[config.mk]
export PLATFORM = sky130hd
export DESIGN_NAME = data_bus_mux
export DESIGN_NICKNAME = d
export VERILOG_FILES = /design/src/rtl/data_bus_mux.sv
export SDC_FILE = /design/constraint.sdc
export NUM_CORES = 1
export LEC_CHECK = 0
export CAP_MARGIN = 20
export CORE_AREA = 10 10 149 151
export CTS_BUF_LIST = sky130_fd_sc_hd__clkbuf_2
export DETAILED_ROUTE_END_ITERATION = 10
export DIE_AREA = 0 0 159 161
export SYNTH_ARGS = -nofsm -noshare
export SYNTH_HDL_FRONTEND = slang
export SYNTH_SLANG_ARGS = --single-unit
[constraint.sdc]
create_clock -name HCLK -period 2.8 [get_ports HCLK]
set_input_delay 0.56 -clock HCLK [delete_from_list [all_inputs] [get_ports HCLK]]
set_output_delay 0.56 -clock HCLK [all_outputs]
set_load 0.03 [all_outputs]
[src/rtl/data_bus_mux.sv]
// Data-side interconnect: address decode, in-order response routing and an error responder.
// Optional profiling counters are enabled with `define DATA_BUS_PROFILE_EN.
module data_bus_mux #(
  parameter int                     N_SLAVES        = 3,
  parameter logic [N_SLAVES*32-1:0] SLV_BASE        = {32'h20002000, 32'h20001000, 32'h00100000},
  parameter logic [N_SLAVES*32-1:0] SLV_MASK        = {32'hFFFFF000, 32'hFFFFF000, 32'hFFFF8000},
  parameter int                     MAX_OUTSTANDING = 2,
  parameter logic [31:0]            ERR_RDATA       = 32'hDEADBEEF
) (
  input  logic                     HCLK,
  input  logic                     HRESET,
  input  logic                     data_req,
  input  logic [31:0]              data_addr,
  input  logic                     data_we,
  input  logic [3:0]               data_be,
  input  logic [31:0]              data_wdata,
  output logic                     data_gnt,
  output logic                     data_rvalid,
  output logic [31:0]              data_rdata,
  output logic                     data_err,
  output logic [N_SLAVES-1:0]      slv_req,
  output logic [31:0]              slv_addr,
  output logic                     slv_we,
  output logic [3:0]               slv_be,
  output logic [31:0]              slv_wdata,
  input  logic [N_SLAVES-1:0]      slv_gnt,
  input  logic [N_SLAVES-1:0]      slv_rvalid,
  input  logic [N_SLAVES*32-1:0]   slv_rdata,
  output logic [31:0]              prof_rd,
  output logic [31:0]              prof_wr,
  output logic [31:0]              prof_stall,
  output logic [31:0]              prof_err
);

  localparam int TW = $clog2(N_SLAVES + 1);
  localparam int CW = $clog2(MAX_OUTSTANDING + 1);
  localparam int PW = (MAX_OUTSTANDING > 1) ? $clog2(MAX_OUTSTANDING) : 1;
  localparam logic [TW-1:0] ERR_IDX  = TW'(N_SLAVES);
  localparam logic [CW-1:0] DEPTH    = CW'(MAX_OUTSTANDING);
  localparam logic [PW-1:0] LAST_PTR = PW'(MAX_OUTSTANDING - 1);

  logic [TW-1:0] fifo_q [MAX_OUTSTANDING];
  logic [PW-1:0] rd_ptr, wr_ptr;
  logic [CW-1:0] count;
  logic [TW-1:0] last_tgt;
  logic [TW-1:0] tgt, head;
  logic          fifo_empty, fifo_full, stall, push, pop;

  assign slv_addr  = data_addr;
  assign slv_we    = data_we;
  assign slv_be    = data_be;
  assign slv_wdata = data_wdata;

  // Descending scan so the lowest matching index is the one left standing.
  always_comb begin
    tgt = ERR_IDX;
    for (int i = N_SLAVES - 1; i >= 0; i--) begin
      if ((data_addr & SLV_MASK[i*32 +: 32]) == SLV_BASE[i*32 +: 32]) tgt = TW'(i);
    end
  end

  assign fifo_empty = (count == '0);
  assign fifo_full  = (count == DEPTH);
  assign stall      = fifo_full | (!fifo_empty && (tgt != last_tgt));
  assign head       = fifo_q[rd_ptr];

  always_comb begin
    slv_req  = '0;
    data_gnt = 1'b0;
    if (!stall) begin
      if (tgt == ERR_IDX) data_gnt = data_req;
      for (int i = 0; i < N_SLAVES; i++) begin
        if (tgt == TW'(i)) begin
          slv_req[i] = data_req;
          data_gnt   = slv_gnt[i];
        end
      end
    end
  end

  always_comb begin
    data_rvalid = 1'b0;
    data_rdata  = '0;
    data_err    = 1'b0;
    if (!fifo_empty) begin
      if (head == ERR_IDX) begin
        data_rvalid = 1'b1;
        data_rdata  = ERR_RDATA;
        data_err    = 1'b1;
      end
      for (int i = 0; i < N_SLAVES; i++) begin
        if (head == TW'(i)) begin
          data_rvalid = slv_rvalid[i];
          data_rdata  = slv_rdata[i*32 +: 32];
        end
      end
    end
  end

  assign push = data_req & data_gnt;
  assign pop  = data_rvalid;

  always_ff @(posedge HCLK) begin
    if (HRESET) begin
      rd_ptr   <= '0;
      wr_ptr   <= '0;
      count    <= '0;
      last_tgt <= ERR_IDX;
    end else begin
      if (push) begin
        fifo_q[wr_ptr] <= tgt;
        wr_ptr         <= (wr_ptr == LAST_PTR) ? '0 : wr_ptr + PW'(1);
        last_tgt       <= tgt;
      end
      if (pop) rd_ptr <= (rd_ptr == LAST_PTR) ? '0 : rd_ptr + PW'(1);
      if (push && !pop)      count <= count + CW'(1);
      else if (pop && !push) count <= count - CW'(1);
    end
  end

`ifdef DATA_BUS_PROFILE_EN
  logic [31:0] rd_cnt, wr_cnt, stall_cnt, err_cnt;

  // All four counters saturate at all-ones.
  always_ff @(posedge HCLK) begin
    if (HRESET) begin
      rd_cnt    <= '0;
      wr_cnt    <= '0;
      stall_cnt <= '0;
      err_cnt   <= '0;
    end else begin
      if (push && !data_we && rd_cnt != '1)         rd_cnt    <= rd_cnt + 32'd1;
      if (push && data_we && wr_cnt != '1)          wr_cnt    <= wr_cnt + 32'd1;
      if (data_req && !data_gnt && stall_cnt != '1) stall_cnt <= stall_cnt + 32'd1;
      if (data_rvalid && data_err && err_cnt != '1) err_cnt   <= err_cnt + 32'd1;
    end
  end

  assign prof_rd    = rd_cnt;
  assign prof_wr    = wr_cnt;
  assign prof_stall = stall_cnt;
  assign prof_err   = err_cnt;
`else
  assign prof_rd    = '0;
  assign prof_wr    = '0;
  assign prof_stall = '0;
  assign prof_err   = '0;
`endif

endmodule

==> flow_summary.ini <==
[critical_path]
crit_fanout = 3
rr_worst_depth = 10
critical-path-max-stage-delay_ps = 370
cp_slowest_cell = nor4_4
r2r_slack_ps = 300
end_kind = output pin
r2r_end = count[1]
critPathTopFamily = simple AND/OR/NAND/NOR gates
path_buf_inv = 2
regToRegStartpoint = last_tgt[1]
cp.arrival_ps = 2250
crit_chain = buf_8 -> nor4_4 -> nand4_4 -> or3_4 -> a211oi_2 -> or2_1 -> and3_4 -> buf_12
worst_setup_path_start_kind = primary input
cp.required_ps = 2240
timing_worst_setup_path_type = primary input to output pin

[yosys]
synth_edf_count = 4
ys_seq_area_share_pct = 8.57
yosys.cell_types.count = 43
synthArstFlopShare_pct = 0
synth_warnings = 0
synth.area.top_cells = buf_4 (49%), mux2i_1 (9.6%), a21oi_1 (7.7%)
synth-main-ff-cell = dfxtp_1
ys_seq_elements = 11
synth.top_cell.area_share_pct = 48.7
syn_avg_cell_area_um2 = 7.23
syn_inst = 420
synth_area_leader_cell = buf_4
syn_area_um2 = 3040

[global_route]
grt_pass1_vias = 3016
grtUsageTotal_pct = 9.29
grt_overflow = 0
grt_antenna_before_repair = 0
grt_max_degree = 26
grt_pass1_wl_um = 19100

[sta]
setup_viol = 2
fin_ws_ps = -12.2
clock_skew_ps = 10.6
fmax_mhz = 356
slew_viol_final = 0
period_needed_ps = 2810
rsz0062_at_grt = yes
period_share_pct = 100
fin_worst_hold_slack_ps = 503
hold_viol_final = 0

[min_path]
hp-start = count[1]
holdPathEnd = count[1]
hold_path.class = flip-flop to flip-flop
hold_depth = 2

[floorplan]
dieArea_um2 = 25600
rows = 51
die_y_um = 161
ios = 409
die_w_um = 159
core_um2 = 19200
initial_core_util_pct = 15.8

[drt]
num_vias = 2772
drt_iter0_markers = 131
drt_pass1_iterations = 4
drc = 0
postRouteAntennaNets = 0
vias_per_cell = 3.39
wl_um = 13400
wl_per_cell_um = 16.3

[clock_network]
htreeDepth = 1
cts_made_buffers = 3
clk_latency_ps = 250
root_buffer = clkbuf_2
cts.clk_slew.worst_paths_ps = 90
cts_tree = built
cts_num_sinks = 11
cts_buffer_depth = 2

[flow_run]
maxCapViolCount = 0

[cells_and_area]
area.sequential_um2 = 262
synthToLayoutAreaGrowth_pct = 48.7
layout.nets = 729
drive_above_1_share_pct = 17.2
fin_area_um2 = 4520
nFillCells = 2130
fin_cells = 818
multi_input_area_um2 = 1820
antenna_cells = 0

[place]
globalplace.congestion = 0.766
dpl.hpwl_um = 11600
postPlaceCellArea_um2 = 4460
dp_cells = 813
place.port_buffers = 182

[power_and_ir_drop]
ir_drop_mv = 0.235
power_density_nw_per_um2 = 643
p_leak_uw = 0.00205

[run_status]
violations = setup timing
status = finished, violations left
Yosys cell counts, drive strengths merged (2+ instances only):
master / instances
or2: 2
nor4: 3
a211oi: 2
inv: 4
clkbuf: 10
a21oi: 47
mux2: 3
mux2i: 29
edfxtp: 4
xor2: 2
or3: 2
o21ai: 29
buf: 200
nor3: 5
nor3b: 2
nor2b: 4
and2: 2
dfxtp: 7
nand4: 2
nor2: 27
nand2: 19
and3: 3
per-layer routing:
layer	share of wire, %	track usage (%)
met5	0	0
met3	9.8	3.66
met4	3.3	3.45
met1	36	9.78
met2	51	16.4
tightest hold or removal path, delay by kind of cell, from the launching register on:
family	cells	cell delay, ps
AOI/OAI and AO/OA	2	130
DFF	1	330
repair_timing:
item / CTS / global route
hold buffers: 0 / 0
pin swaps: 11 / 5
setup buffers: 1 / 0
setup endpoints to repair: 30 / 6
gates resized for setup: 86 / 15
area by class of cell:
type | count | area share, %
Clock buffer | 4 | 0.443
Inverter | 4 | 0.333
Multi-Input combinational cell | 322 | 40.2
Sequential cell | 11 | 5.79
Tap cell | 265 | 7.34
Timing Repair Buffer | 212 | 45.9
flip-flops by register name (all words and copies together), names as in the netlist, named ones only:
name	count
fifo_q	4
rd_ptr	1
wr_ptr	1
last_tgt	2
count	2
worst max path at each step:
stage / endpoint / depth (start not counted) / start
floorplan: count[1] / 9 / data_addr[18]
global placement: slv_req[2] / 8 / data_addr[26]
detailed placement: slv_req[1] / 8 / data_addr[26]
CTS: slv_req[1] / 8 / data_addr[12]
global route: slv_req[1] / 9 / data_addr[15]
finish: slv_req[2] / 8 / data_addr[17]
through the flow:
| stage | setup WS (ps) | utilization [%] | TNS [ps] | total power, µW |
|---|---|---|---|---|
| after global routing | -128 | 23.5 | -376 | 3110 |
| after detailed placement | -501 | 23.2 | -3670 | 2940 |
| final | -12.2 | 23.5 | -23.4 | 2900 |
| after CTS | 4.86 | 23.4 | 0 | 2950 |
| after global placement | -502 | 23.2 | -3610 | 2930 |
| after floorplan | 37.1 | - | 0 | 2010 |
cell families after synthesis:
kind of cell / count (synthesis) / share of synthesized area, %
XOR/XNOR: 3 / 0.865
AND/OR/NAND/NOR: 74 / 13.5
buffers and inverters: 214 / 50.9
AO/OA/AOI/OAI: 84 / 14.8
other: 1 / 0.123
adder cells (fa/ha/maj): 1 / 0.412
multiplexers: 32 / 10.8
flip-flops: 11 / 8.57
cells in the final DEF (no fill, tap or decap), drive strengths merged, types with 2 or more instances in the layout:
cell type      Yosys  layout
xor2               2       2
nor2              27      27
and3               3       3
clkdlybuf4s50      0     124
a21oi             47      47
nand2             19      19
nor4               3       3
o21ai             29      29
inv                4       4
a211oi             2       2
dfxtp              7       7
clkbuf            10       6
nor3b              2       2
clkdlybuf4s15      0       4
buf              200      61
nor3               5       5
nor2b              4       4
or2                2       2
conb               1     128
mux2               3       3
or3                2       2
mux2i             29      29
edfxtp             4       4
and2               2       2
nand4              2       2
dlygate4sd2        0      20
report_power, final:
group / internal [µW] / switching [µW]
registers: 205 / 39.1
clock network: 38.0 / 48.7
logic: 983 / 1590
total: 1230 / 1680
Note: power is estimated with default switching activity, not from simulation.
